`config.mk`:
```
export PLATFORM = sky130hd
export DESIGN_NAME = lru_age_tracker
export DESIGN_NICKNAME = d
export VERILOG_FILES = /design/src/rtl/lru_age_tracker_pkg.sv /design/src/rtl/lru_age_tracker_update.sv /design/src/rtl/lru_age_tracker.sv
export SDC_FILE = /design/constraint.sdc
export NUM_CORES = 2
export LEC_CHECK = 0
export ABC_CLOCK_PERIOD_IN_PS = 11800
export BUFFER_PORTS_ARGS = -buffer_cell sky130_fd_sc_hd__buf_2
export CORE_ASPECT_RATIO = 1.5
export CORE_MARGIN = 8
export CORE_UTILIZATION = 65
export CTS_CLUSTER_DIAMETER = 60
export DETAILED_ROUTE_END_ITERATION = 8
export GPL_ROUTABILITY_DRIVEN = 0
export PLACE_DENSITY = 0.82
export SETUP_SLACK_MARGIN = 0.15
export SLEW_MARGIN = 30
export SYNTH_ARGS = -nofsm -noshare
export SYNTH_HDL_FRONTEND = slang
export SYNTH_SLANG_ARGS = --single-unit
```
`constraint.sdc`:
```
create_clock -name clk -period 11.8 [get_ports clk]
set_input_delay 2.36 -clock clk [delete_from_list [all_inputs] [get_ports clk]]
set_output_delay 2.36 -clock clk [all_outputs]
set_load 0.05 [all_outputs]
```
`src/rtl/lru_age_tracker_pkg.sv`:
```
// rtl/lru_age_tracker_pkg.sv - shared types and helpers for the LRU age tracker
//
// Purpose: age type, age-update opcode, reset-pattern constant and
//          onehot<->binary victim encoding helpers.
// Ports:   none (package).
// Helpers work at the maximum supported width (16 ways, 4-bit index);
// callers size-cast to their own WAYS / WAY_W.

package lru_age_tracker_pkg;

    localparam int LRU_MAX_WAYS  = 16;
    localparam int LRU_MAX_WAY_W = 4;

    typedef logic [LRU_MAX_WAY_W-1:0] lru_age_t;

    typedef enum logic [1:0] {
        LRU_OP_NONE  = 2'd0,
        LRU_OP_TOUCH = 2'd1,
        LRU_OP_INV   = 2'd2
    } lru_op_t;

    // Age of way w in the reset/flush pattern: way index equals age.
    function automatic lru_age_t reset_age(input int w);
        return lru_age_t'(w);
    endfunction

    function automatic logic [LRU_MAX_WAYS-1:0] bin_to_onehot(input lru_age_t b);
        logic [LRU_MAX_WAYS-1:0] oh;
        oh    = '0;
        oh[b] = 1'b1;
        return oh;
    endfunction

    function automatic lru_age_t onehot_to_bin(input logic [LRU_MAX_WAYS-1:0] oh);
        lru_age_t b;
        b = '0;
        for (int i = 0; i < LRU_MAX_WAYS; i++) begin
            if (oh[i]) begin
                b = b | lru_age_t'(i);
            end
        end
        return b;
    endfunction

endpackage

```
`src/rtl/lru_age_tracker_update.sv`:
```
// rtl/lru_age_tracker_update.sv - combinational age-vector update for one set
//
// Purpose: applies one touch or invalidate to a set's age vector.
// Ports:
//   ages_in  in  WAYS x WAY_W  current ages of the set
//   op       in  lru_op_t      none / touch / invalidate
//   way      in  WAY_W         target way
//   ages_out out WAYS x WAY_W  updated ages

module lru_age_update
    import lru_age_tracker_pkg::*;
#(
    parameter int WAYS  = 4,
    parameter int WAY_W = $clog2(WAYS)
) (
    input  logic [WAYS-1:0][WAY_W-1:0] ages_in,
    input  lru_op_t                    op,
    input  logic [WAY_W-1:0]           way,
    output logic [WAYS-1:0][WAY_W-1:0] ages_out
);

    localparam logic [WAY_W-1:0] AGE_LRU = WAY_W'(WAYS - 1);

    logic [WAY_W-1:0] target_age;

    always_comb begin
        target_age = ages_in[way];
        ages_out   = ages_in;
        for (int i = 0; i < WAYS; i++) begin
            unique case (op)
                LRU_OP_TOUCH: begin
                    if (WAY_W'(i) == way) begin
                        ages_out[i] = '0;
                    end else if (ages_in[i] < target_age) begin
                        ages_out[i] = ages_in[i] + 1'b1;
                    end
                end
                LRU_OP_INV: begin
                    if (WAY_W'(i) == way) begin
                        ages_out[i] = AGE_LRU;
                    end else if (ages_in[i] > target_age) begin
                        ages_out[i] = ages_in[i] - 1'b1;
                    end
                end
                default: ages_out[i] = ages_in[i];
            endcase
        end
    end

endmodule

```
`src/rtl/lru_age_tracker.sv`:
```
// rtl/lru_age_tracker.sv - true-LRU age tracker with registered victim query
//
// Purpose: per-set binary ages (0 = MRU, WAYS-1 = LRU), updated by touch and
//          invalidate, answering victim queries one cycle later using the
//          post-update ages of the queried set.
// Optional feature macro: LRU_WAY_LOCK_EN (adds lock_mask; locked ways are
//          never chosen as victim).
// Ports:
//   clk, rst_n                 clock, async active-low reset
//   flush                      reinitialise all sets to the reset pattern
//   touch_valid/set/way        hit or fill update
//   inv_valid/set/way          invalidate update
//   query_valid/set/vmask      victim request with per-way valid bits
//   lock_mask                  (LRU_WAY_LOCK_EN only) per-way victim lock
//   victim_valid/way/onehot    registered victim response

module lru_age_tracker
    import lru_age_tracker_pkg::*;
#(
    parameter int WAYS     = 4,
    parameter int NUM_SETS = 64,
    localparam int WAY_W   = $clog2(WAYS),
    localparam int SET_W   = $clog2(NUM_SETS)
) (
    input  logic             clk,
    input  logic             rst_n,
    input  logic             flush,
    input  logic             touch_valid,
    input  logic [SET_W-1:0] touch_set,
    input  logic [WAY_W-1:0] touch_way,
    input  logic             inv_valid,
    input  logic [SET_W-1:0] inv_set,
    input  logic [WAY_W-1:0] inv_way,
    input  logic             query_valid,
    input  logic [SET_W-1:0] query_set,
    input  logic [WAYS-1:0]  query_vmask,
`ifdef LRU_WAY_LOCK_EN
    input  logic [WAYS-1:0]  lock_mask,
`endif
    output logic             victim_valid,
    output logic [WAY_W-1:0] victim_way,
    output logic [WAYS-1:0]  victim_onehot
);

    typedef logic [WAYS-1:0][WAY_W-1:0] age_vec_t;

    age_vec_t age_q [NUM_SETS];

    age_vec_t reset_vec;
    age_vec_t touch_ages;
    age_vec_t inv_base;
    age_vec_t inv_ages;
    age_vec_t query_ages;
    lru_op_t  touch_op;
    lru_op_t  inv_op;
    logic     same_set;

    logic [WAYS-1:0]  lock;
    logic [WAYS-1:0]  inv_cand;
    logic [WAYS-1:0]  first_inv;
    logic [WAYS-1:0]  sel_onehot;
    logic [WAY_W-1:0] sel_way;
    logic [WAY_W-1:0] best_age;
    logic [WAY_W-1:0] best_way;
    logic             best_found;

`ifdef LRU_WAY_LOCK_EN
    assign lock = lock_mask;
`else
    assign lock = '0;
`endif

    always_comb begin
        reset_vec = '0;
        for (int w = 0; w < WAYS; w++) begin
            reset_vec[w] = WAY_W'(reset_age(w));
        end
    end

    assign touch_op = touch_valid ? LRU_OP_TOUCH : LRU_OP_NONE;
    assign inv_op   = inv_valid   ? LRU_OP_INV   : LRU_OP_NONE;
    assign same_set = touch_valid && (touch_set == inv_set);

    lru_age_update #(.WAYS(WAYS), .WAY_W(WAY_W)) u_touch (
        .ages_in  (age_q[touch_set]),
        .op       (touch_op),
        .way      (touch_way),
        .ages_out (touch_ages)
    );

    // Same-set invalidate acts on the touched result, so touch then invalidate
    // of one way leaves that way LRU.
    assign inv_base = same_set ? touch_ages : age_q[inv_set];

    lru_age_update #(.WAYS(WAYS), .WAY_W(WAY_W)) u_inv (
        .ages_in  (inv_base),
        .op       (inv_op),
        .way      (inv_way),
        .ages_out (inv_ages)
    );

    // inv_ages already contains the touch when both hit the same set, so the
    // invalidate result takes precedence for that set.
    always_ff @(posedge clk or negedge rst_n) begin
        if (!rst_n) begin
            for (int s = 0; s < NUM_SETS; s++) begin
                for (int w = 0; w < WAYS; w++) begin
                    age_q[s][w] <= WAY_W'(reset_age(w));
                end
            end
        end else if (flush) begin
            for (int s = 0; s < NUM_SETS; s++) begin
                for (int w = 0; w < WAYS; w++) begin
                    age_q[s][w] <= WAY_W'(reset_age(w));
                end
            end
        end else begin
            for (int s = 0; s < NUM_SETS; s++) begin
                if (inv_valid && inv_set == SET_W'(s)) begin
                    age_q[s] <= inv_ages;
                end else if (touch_valid && touch_set == SET_W'(s)) begin
                    age_q[s] <= touch_ages;
                end
            end
        end
    end

    // Bypass: the victim is chosen from this cycle's post-update ages.
    always_comb begin
        if (flush) begin
            query_ages = reset_vec;
        end else if (inv_valid && inv_set == query_set) begin
            query_ages = inv_ages;
        end else if (touch_valid && touch_set == query_set) begin
            query_ages = touch_ages;
        end else begin
            query_ages = age_q[query_set];
        end
    end

    // Lowest-index invalid, unlocked way: isolate the lowest set bit.
    assign inv_cand  = ~query_vmask & ~lock;
    assign first_inv = inv_cand & (~inv_cand + 1'b1);

    always_comb begin
        best_found = 1'b0;
        best_age   = '0;
        best_way   = '0;
        for (int i = 0; i < WAYS; i++) begin
            if (!lock[i] && (!best_found || query_ages[i] > best_age)) begin
                best_found = 1'b1;
                best_age   = query_ages[i];
                best_way   = WAY_W'(i);
            end
        end
    end

    always_comb begin
        sel_way    = '0;
        sel_onehot = '0;
        if (|inv_cand) begin
            sel_onehot = first_inv;
            sel_way    = WAY_W'(onehot_to_bin(LRU_MAX_WAYS'(first_inv)));
        end else if (best_found) begin
            sel_way    = best_way;
            sel_onehot = WAYS'(bin_to_onehot(lru_age_t'(best_way)));
        end
    end

    always_ff @(posedge clk or negedge rst_n) begin
        if (!rst_n) begin
            victim_valid  <= 1'b0;
            victim_way    <= '0;
            victim_onehot <= '0;
        end else begin
            victim_valid <= query_valid;
            if (query_valid) begin
                victim_way    <= sel_way;
                victim_onehot <= sel_onehot;
            end
        end
    end

endmodule
```
==> flow_summary_export.csv, run 1 <==
group,metric,value,unit
logic_synthesis,syn_area,0.04003,mm2
global_routing,grt_pass1_wl,293300,um
logic_synthesis,synth.distinct_cells,67,
logic_synthesis,synth_top_family_by_area,"multiplexers",
logic_synthesis,synth.top_cell.area_share,24.70,%
logic_synthesis,ys_ff_latch,519,
clock_tree,root_buffer,"clkbuf_16",
logic_synthesis,yosysTopAreaCell,"mux4_2",
clock_tree,holdBufCountCts,0,
die,pin_count,39,
logic_synthesis,synth_cells,3941,
clock_tree,clockBufferDepth,3,
logic_synthesis,seq_area_frac_synth,33.24,%
logic_synthesis,synth_compound_gate_area_share,21.54,%
logic_synthesis,synthMuxAreaShare,28.84,%
clock_tree,clkSinkCount,519,
logic_synthesis,synth-main-ff-cell,"dfrtp_1",
global_routing,grt_usage,57.83,%
die,rows,111,
status,status,"aborted with a tool error",
global_routing,overflow,4,
clock_tree,htreeDepth,2,
logic_synthesis,synth-xor-area-share,0.5251,%
die,die_w,218.6,um
clock_tree,cts_setup_buffers,0,
clock_tree,cts_buffers,52,
global_routing,grt_max_degree,222,
logic_synthesis,synth-warning-count,0,
logic_synthesis,yosys.area_share.simple,10.67,%
place,dpl.hpwl,118000,um
status,haltStage,"global routing (5_1_grt)",
logic_synthesis,ys_top_cells_by_area,"mux4_2, dfstp_2, dfrtp_1",
logic_synthesis,synthAdderAreaFrac,0.6251,%
place,port_buffers,38,
logic_synthesis,syn-num-nets,3993,
die,die-height,320.0,um
global_routing,first_global_vias,42000,
logic_synthesis,async_flop_share,100.0,%
logic_synthesis,synth_edf_count,0,
logic_synthesis,syn_area_per_cell,10.16,um2
clock_tree,post_cts_resized,0,
status,firstError,"[ERROR GRT-0116] Global routing finished with congestion. Check the congestion regions in the DRC Viewer.",
die,start_util,65.66,%
stage by stage:
stage / cell area [um2] / hold slack, ns / worst slack [ns] / cells
after floorplan: 40030 / 0.5474 / 0.4372 / 3941
after global placement: 40540 / 0.5057 / 0.3861 / 4439
after detailed placement: 40570 / 0.5296 / 0.2228 / 4439
after CTS: 42310 / 0.5404 / 0.8419 / 4537
cells in the mapped netlist, types with 65 or more instances:
cell      count
nor2_1      537
mux4_2      439
a21oi_1     355
clkbuf_1    304
nand2_1     301
o21ai_0     292
dfrtp_1     263
dfstp_2     256
mux2i_1     151
a211oi_1    141
a211o_1     117
a22oi_1     105
a221oi_1     70
a311oi_1     65
routing by layer:
metal,GRT overflow,global-route usage (%)
met5,0,19.49
met4,3,52.33
met3,0,43.88
met2,1,74.99
met1,0,57.20
kinds of logic after synthesis:
group / Yosys count
fa+ha+maj: 20
flops: 519
xor+xnor: 24
buf+inv: 442
mux: 603
simple gates: 1034
compound gates: 1299
==> run 2, diff against run 1 <==
CORE_ASPECT_RATIO = default   (was 1.5)
CORE_UTILIZATION = 40   (was 65)
CTS_CLUSTER_DIAMETER = default   (was 60)
PLACE_DENSITY = default   (was 0.82)
PLACE_DENSITY_LB_ADDON = 0.15   (was default)
SETUP_SLACK_MARGIN = default   (was 0.15)
==> flow_summary_export.csv, run 2 <==
group,metric,value,unit
status,status,"finished clean",
route,firstDrtPassIters,9,
die,pin_count,39,
layout,layout_common_cells,"nor2_1, mux4_2, a21oi_1",
sta,fmax,90.73,MHz
logic_synthesis,syn_area,0.04003,mm2
global_routing,grt_max_degree,162,
route,vias,37450,
global_routing,grt_pass1_wl,271100,um
sta,worst_pin_slew,1.072,ns
global_routing,grt_usage,33.38,%
sta,fin_hold_ws,0.5320,ns
clock_tree,tritoncts,"built",
layout,area_delta_synth_final,10.28,%
clock_tree,post_cts_resized,0,
worst_setup_path,start_kind,"primary input",
global_routing,overflow,0,
layout,layout-drive-gt1-share,28.42,%
worst_setup_path,cp_max_fo,29,
worst_setup_path,cp-end-kind,"flip-flop",
min_path,hp-class,"flip-flop to flip-flop",
clock_tree,clockBufferDepth,3,
sta,period_share,93.41,%
clock_tree,clkSinkCount,519,
logic_synthesis,synthTopCellsByCount,"nor2_1, mux4_2, a21oi_1",
logic_synthesis,yosysTopAreaCell,"mux4_2",
layout,final.fill_count,9376,
sta,setup-violations-final,0,
die,rows,116,
logic_synthesis,synth_cells,3941,
logic_synthesis,synth_edf_count,0,
logic_synthesis,async_flop_share,100.0,%
logic_synthesis,synth.distinct_cells,67,
layout,reg.largest.list,"age_q: 512 flops, victim_onehot: 4 flops, victim_way: 2 flops",
route,route.detailed.drc,0,
worst_setup_path,required,12.37,ns
place,port_buffers,38,
sta,slew_violations,0,
logic_synthesis,syn_area_per_cell,10.16,um2
sta,fin_skew,0.04455,ns
sta,rsz0062_at_grt,"no",
sta,layout_min_cycle_time,11.02,ns
worst_setup_path,crit_arrival,11.59,ns
clock_tree,path_clk_slew,0.06,ns
clock_tree,root_buffer,"clkbuf_16",
layout,fin_util,44.28,%
layout,final_common_cell,"nor2_1",
sta,setup_tns,0,ns
route,avgRoutedWirePerCell,37.23,um
power,powerDensity,110.6,mW/mm2
clock_tree,holdBufCountCts,0,
logic_synthesis,yosys.cell_count.top_type,"nor2_1",
flow_run,cap_violations,0,
power,power.leakage,14.77,nW
sta,finalHoldViolCount,0,
route,first_iter_violations,6237,
power,peakVddDrop,0.1120,mV
power,total_power,4.885,mW
clock_tree,cts_setup_buffers,0,
layout,regMostFlops,"age_q",
worst_setup_path,slowest_delay,0.59,ns
clock_tree,cts_buffers,67,
logic_synthesis,ys_top_cells_by_area,"mux4_2, dfstp_2, dfrtp_1",
global_routing,first_global_vias,34380,
sta,slew_headroom,28.25,%
route,wl,190900,um
die,design.die.area,0.1105,mm2
worst_setup_path,cpMaxStageDelayCell,"mux4_2",
route,vias_per_cell,7.301,
place,dpl.hpwl,131300,um
layout,nets,3818,
logic_synthesis,ys_ff_latch,519,
logic_synthesis,synth-main-ff-cell,"dfrtp_1",
logic_synthesis,seq_area_frac_synth,33.24,%
layout,largest_register_ff_count,512,
die,die_w,332.4,um
die,start_util,40.15,%
logic_synthesis,synth-warning-count,0,
logic_synthesis,synth.top_cell.area_share,24.70,%
clock_tree,htreeDepth,3,
clock_tree,insertion_delay,0.67,ns
worst_setup_path,critical_path_class,"primary input to flip-flop",
die,die-height,332.4,um
die,fp.coreArea,0.09971,mm2
logic_synthesis,syn-num-nets,3993,
global_routing,antenna_found_initial,20,
route,postRouteAntennaNets,0,
[run 2: cell type report]
type	count	area (um2)	share of cell area [%]
multi-input combinational	2980	25210	57.11
sequential	519	13310	30.14
clock buffer	94	1878	4.254
tap	1298	1624	3.679
timing repair buffer	181	1559	3.531
clock inverter	30	474.2	1.074
inverter	17	66.31	0.1502
antenna	10	25.02	0.05668
[run 2: kinds of logic (layout without fill, tap and decap cells)]
group           count (synthesis)  after routing  synth area share (%)
compound gates               1299           1299                 21.54
xor+xnor                       24             24                0.5251
fa+ha+maj                      20             20                0.6251
buf+inv                       442            322                 4.557
flops                         519            519                 33.24
mux                           603            603                 28.84
other cells                     0             10                     0
simple gates                 1034           1034                 10.67
[run 2: power by group]
group          switching, mW  internal [mW]  leakage [nW]
registers             0.0215           1.81          6.35
logic                  0.584          0.210          7.29
clock network          0.938           1.33          1.14
[run 2: path summary, 6_finish.rpt]
kind	start	end	slack, ns	depth (start not counted)
setup / recovery	touch_set[0]	victim_onehot[0]	0.78	42
hold / removal	victim_way[0]	victim_way[0]	0.53	2
setup reg to reg	age_q[133]	victim_onehot[0]	2.67	40
hold reg to reg	victim_way[0]	victim_way[0]	0.53	2
max in group asynchronous	rst_n	age_q[76]	8.00	3
min in group asynchronous	rst_n	age_q[483]	1.74	1
[run 2: per-layer routing]
metal,wire length [um],up-vias,global-route usage [%]
li1,-,15040,-
met5,118,-,0
met1,70130,18910,43.19
met2,82780,2810,49.31
met4,14600,16,20.19
met3,23310,678,9.885
[run 2: critical path, delay by kind of cell]
| kind | cells | cell delay (ns) |
|---|---|---|
| adders and majority gates | 5 | 1.28 |
| AOI/OAI and AO/OA | 13 | 2.29 |
| and+or+nand+nor | 12 | 1.93 |
| muxes | 6 | 2.73 |
| buffers and inverters | 6 | 0.93 |
[run 2: per-stage QoR]
stage	setup WS, ns	std cells	instance area (um2)
2_1_floorplan	0.4372	3941	40030
3_3_place_gp	0.2828	4991	41540
3_5_place_dp	0.2485	4995	41730
4_1_cts	0.8899	5119	44080
5_1_grt	0.2115	5121	44130
6_report	0.7781	5129	44150
Power figures use the tool's default switching activity.
